### config.mk
export PLATFORM = sky130hd
export DESIGN_NAME = usbf_scan_seq
export DESIGN_NICKNAME = d
export VERILOG_FILES = /design/src/rtl/usbf_scan_seq.sv
export SDC_FILE = /design/constraint.sdc
export NUM_CORES = 1
export LEC_CHECK = 0
export BUFFER_PORTS_ARGS = -buffer_cell sky130_fd_sc_hd__buf_2
export CAP_MARGIN = 5
export CORE_MARGIN = 4
export CORE_UTILIZATION = 56
export CTS_CLUSTER_SIZE = 28
export DETAILED_ROUTE_END_ITERATION = 10
export PLACE_DENSITY = 0.91
export SYNTH_ARGS = -nofsm -noshare
export SYNTH_HDL_FRONTEND = slang
export SYNTH_SLANG_ARGS = --single-unit
### constraint.sdc
create_clock -name clk_i -period 5.37 [get_ports clk_i]
set_input_delay 0.2685 -clock clk_i [delete_from_list [all_inputs] [get_ports clk_i]]
set_output_delay 0.2685 -clock clk_i [all_outputs]
set_load 0.02 [all_outputs]
### src/rtl/usbf_scan_seq.sv
// Scan-vector sequencer for the USB function core test harness: shifts stimulus
// into the input chain, settles, captures, then streams the captured response out.
module usbf_scan_seq #(
  parameter int IN_LEN     = 125,
  parameter int OUT_LEN    = 121,
  parameter int SETTLE_CYC = 4,
  parameter int CNT_W      = 8
) (
  input  logic clk_i,
  input  logic rst_i,
  input  logic start_i,
  input  logic abort_i,
  input  logic vec_valid_i,
  input  logic vec_bit_i,
  output logic vec_ready_o,
  output logic in_shift_o,
  output logic out_shift_o,
  output logic load_o,
  input  logic scan_out_i,
  output logic res_valid_o,
  output logic res_bit_o,
  input  logic res_ready_i,
  output logic busy_o,
  output logic done_o
);

  localparam logic [CNT_W-1:0] IN_LAST  = CNT_W'(IN_LEN - 1);
  localparam logic [CNT_W-1:0] OUT_LAST = CNT_W'(OUT_LEN - 1);
  localparam logic [CNT_W-1:0] SET_LAST = CNT_W'((SETTLE_CYC > 0) ? SETTLE_CYC - 1 : 0);

  typedef enum logic [2:0] {
    S_IDLE,
    S_SHIFT_IN,
    S_SETTLE,
    S_CAPTURE,
    S_SHIFT_OUT,
    S_DONE
  } state_e;

  state_e           state_q;
  logic [CNT_W-1:0] cnt_q;

  // Abort forces every output low in the cycle it is seen, so nothing is accepted or shifted.
  assign vec_ready_o = ~abort_i & (state_q == S_SHIFT_IN);
  assign in_shift_o  = vec_ready_o & vec_valid_i;
  assign load_o      = ~abort_i & (state_q == S_CAPTURE);
  assign res_valid_o = ~abort_i & (state_q == S_SHIFT_OUT);
  assign out_shift_o = load_o | (res_valid_o & res_ready_i);
  assign res_bit_o   = res_valid_o & scan_out_i;
  assign busy_o      = ~abort_i & (state_q != S_IDLE);
  assign done_o      = ~abort_i & (state_q == S_DONE);

  always_ff @(posedge clk_i or posedge rst_i) begin
    if (rst_i) begin
      state_q <= S_IDLE;
      cnt_q   <= '0;
    end else if (abort_i) begin
      state_q <= S_IDLE;
      cnt_q   <= '0;
    end else begin
      case (state_q)
        S_IDLE: begin
          cnt_q <= '0;
          if (start_i) state_q <= S_SHIFT_IN;
        end
        S_SHIFT_IN: begin
          if (vec_valid_i) begin
            if (cnt_q == IN_LAST) begin
              cnt_q   <= '0;
              state_q <= (SETTLE_CYC == 0) ? S_CAPTURE : S_SETTLE;
            end else begin
              cnt_q <= cnt_q + 1'b1;
            end
          end
        end
        S_SETTLE: begin
          if (cnt_q == SET_LAST) begin
            cnt_q   <= '0;
            state_q <= S_CAPTURE;
          end else begin
            cnt_q <= cnt_q + 1'b1;
          end
        end
        S_CAPTURE: begin
          cnt_q   <= '0;
          state_q <= S_SHIFT_OUT;
        end
        S_SHIFT_OUT: begin
          if (res_ready_i) begin
            if (cnt_q == OUT_LAST) begin
              cnt_q   <= '0;
              state_q <= S_DONE;
            end else begin
              cnt_q <= cnt_q + 1'b1;
            end
          end
        end
        S_DONE: begin
          cnt_q   <= '0;
          state_q <= S_IDLE;
        end
        default: begin
          cnt_q   <= '0;
          state_q <= S_IDLE;
        end
      endcase
    end
  end

endmodule
==> impl_results.md <==
- CP endpoint kind: register
- Largest cells by area after synthesis: dfrtp_1 (34%), nor4_1 (5.5%), nor3_1 (4.4%)
- Initial Util: 60.87%
- HP Class: in -> reg
- Area after DPL: 839.6 sq um
- F_max: 427.1 MHz
- Design Area, Final: 875.8 sq um
- Die boundary height: 45.85 um
- CP max FO: 5
- Initial antenna violation count: 0
- Total of max-cap violations: 0
- Row count: 13
- Syn avg cell area: 8.813 sq um
- Number of cells after detailed placement: 115
- Worst Tran Pin Value: 596.0 ps
- Worst VDD drop: 0.0001146 V
- Drt wl/cell: 14.69 um
- Final net count: 116
- Worst-Skew Late Latency: 270 ps
- Leak pwr: 0.3996 nW
- CP Launch Type: register
- Rel. slew slack: 59.96%
- Vias in the first global route: 677
- Final GP Congestion: 0.8366
- Synthesized flop and latch total: 11
- Fill count: 102
- CTS resizes: 0
- Max Slew Vio Count: 0
- Antenna cells: 0
- Multi-input logic area: 460.4 sq um
- Final HPWL DP: 1279 um
- WHS: 315.0 ps
- PD cells: 189.9 nW/um^2
- Core Area: 1318 sq um
- Mapped Area: 802.0 sq um
- Post-layout min period: 2341 ps
- Yosys top cell area share: 34.32%
- Critical Path RT: 5520 ps
- IO Count: 16
- RSZ-0062 raised after global routing: no
- DRC errors left: 0
- CTS tree: yes
- 1st-pass router iterations: 4
- Crit path kind: reg -> reg
- Layout cells sized above 1: 22.86%
- Status: finished clean
- Port bufs: 14
- Largest net degree at the start of global routing: 17
- Cells after Synth: 91
- Cell variety after synth: 34
- Period Utilization, post-route: 43.60%
- Post-synthesis sequential area ratio: 34.32%
- Synth Net Count: 101
- Final setup viols: 0
- Area grow syn2layout: 9.204%
- Clk sinks: 11
- Vias after detailed routing: 749
- CTS HTree Levels: 1
- Reg area: 275.3 sq um
- First-pass GRT wire length: 2946 um
- Final Hold Vio Count: 0
- Remaining antenna violation count: 0
- Clock Tree Root: clkbuf_4
- Vias/cell: 6.242
- Final Non-Filler Cells: 120
- Die ar.: 2102 sq um
- DR iter-0 viols: 6
- Hold depth: 3
- Global-route total usage across every layer: 19.63%
- Total global routing overflow: 0
- Yosys warning count: 0
- Total routed wirelength: 1763 um
- Leading area contributor after synthesis: dfrtp_1
- Inserted Clock Buffers: 3
- Clk_skew: 1.162 ps
- Clk slew on worst S/H paths: 70 ps
- Final setup TNS: 0 ps
- Register-to-Register Path Depth: 6
- CTS max path bufs: 2
- Chip Width: 45.85 um
- Critical Path AT: 2490 ps
## sequential cells by signal (all words and copies together) (netlist names)
signal   count
cnt_q        8
state_q      3
## cells in the final DEF (no fill, tap or decap), types with 2 or more instances in the layout
master    netlist  final
buf_2           0     14
nand2_1         5      5
and3_1          5      5
nand3_1         3      3
and3_2          2      2
inv_1           4      4
and2_1          2      2
nor4_1          7      7
nor2_1          7      7
or3_1           2      2
nor3_1          7      7
a211oi_1        3      3
dfrtp_1        11     11
clkbuf_4        0      3
ha_1            2      2
nand2b_1        4      4
a21oi_1         4      4
nor3b_1         3      3
## synthesized netlist by cell type
master	count
dfrtp_1	11
nor2_1	7
nor3_1	7
nor4_1	7
and3_1	5
nand2_1	5
a21oi_1	4
inv_1	4
nand2b_1	4
a211oi_1	3
buf_6	3
nand3_1	3
nor3b_1	3
and2_1	2
and3_2	2
ha_1	2
or3_1	2
a21o_1	1
a22o_1	1
a2bb2oi_1	1
a32oi_1	1
clkbuf_1	1
clkbuf_8	1
mux2_2	1
nand4b_1	1
o21ai_0	1
o22ai_1	1
o311a_1	1
o31a_2	1
o41ai_1	1
o41ai_2	1
or2_2	1
or4_2	1
or4b_1	1
## critical path, stage by stage, from the launching register on
cell	delay, ps
dfrtp_1	390
ha_1	240
or4b_1	480
o41ai_2	450
o311a_1	290
nor4_1	50
or3_1	330
## kinds of logic (layout without fill, tap and decap cells)
kind of cell               Yosys count  count (layout)  share of synthesized area, %
DFF                                 11              11                         34.32
muxes                                1               1                         1.404
and+or+nand+nor                     51              51                         36.35
AOI/OAI and AO/OA                   17              17                         16.54
adders and majority gates            2               2                         3.120
buffers and inverters                9              23                         8.267
## path summary, 6_finish.rpt
check | slack (ps) | end | start
worst max-delay path | 3030 | cnt_q[2]$_DFFE_PP0P_ | cnt_q[1]$_DFFE_PP0P_
worst min-delay path | 310 | state_q[1]$_DFFE_PP0P_ | vec_valid_i
worst max register to register | 3030 | cnt_q[2]$_DFFE_PP0P_ | cnt_q[1]$_DFFE_PP0P_
worst min register to register | 580 | cnt_q[1]$_DFFE_PP0P_ | cnt_q[1]$_DFFE_PP0P_
max in group asynchronous | 4550 | state_q[2]$_DFFE_PP0P_ | rst_i
min in group asynchronous | 530 | cnt_q[5]$_DFFE_PP0P_ | rst_i
## power by group
part | switching, W | internal (W)
Clock | 0.0000294 | 0.0000287
Combinational | 0.0000132 | 0.00000874
Sequential | 0.00000219 | 0.0000840
## stage by stage
stage / setup WS [ps] / utilization, % / total power, W
final: 3029 / 66.48 / 0.0001663
after global routing: 2896 / 66.48 / 0.0001763
after CTS: 3071 / 66.48 / 0.0001667
after detailed placement: 3110 / 63.72 / 0.0001092
after global placement: 3186 / 63.72 / 0.0001087
after floorplan: 3355 / - / 0.0001040
## layer usage
layer / wire length [um] / vias to the layer above / global-route usage (%)
met2: 868 / 17 / 28.85
met1: 800 / 355 / 26.99
li1: - / 373 / -
met5: 0 / - / 0
met4: 19 / 0 / 7.386
met3: 74 / 4 / 5.534
## area by class of cell
| type | count | share of cell area (%) |
|---|---|---|
| inverter | 4 | 1.714 |
| clock buffer | 4 | 3.000 |
| timing repair buffer | 15 | 9.143 |
| sequential | 11 | 31.43 |
| tap | 15 | 2.143 |
| multi-input combinational | 71 | 52.57 |
## timing repair
| item | in CTS | in global routing |
|---|---|---|
| buffers inserted | 0 | 0 |
| hold buffers | 1 | 0 |
| endpoints found under the hold margin | 11 | 0 |
| endpoints found under the setup margin | 0 | 0 |
Power figures use the tool's default switching activity.
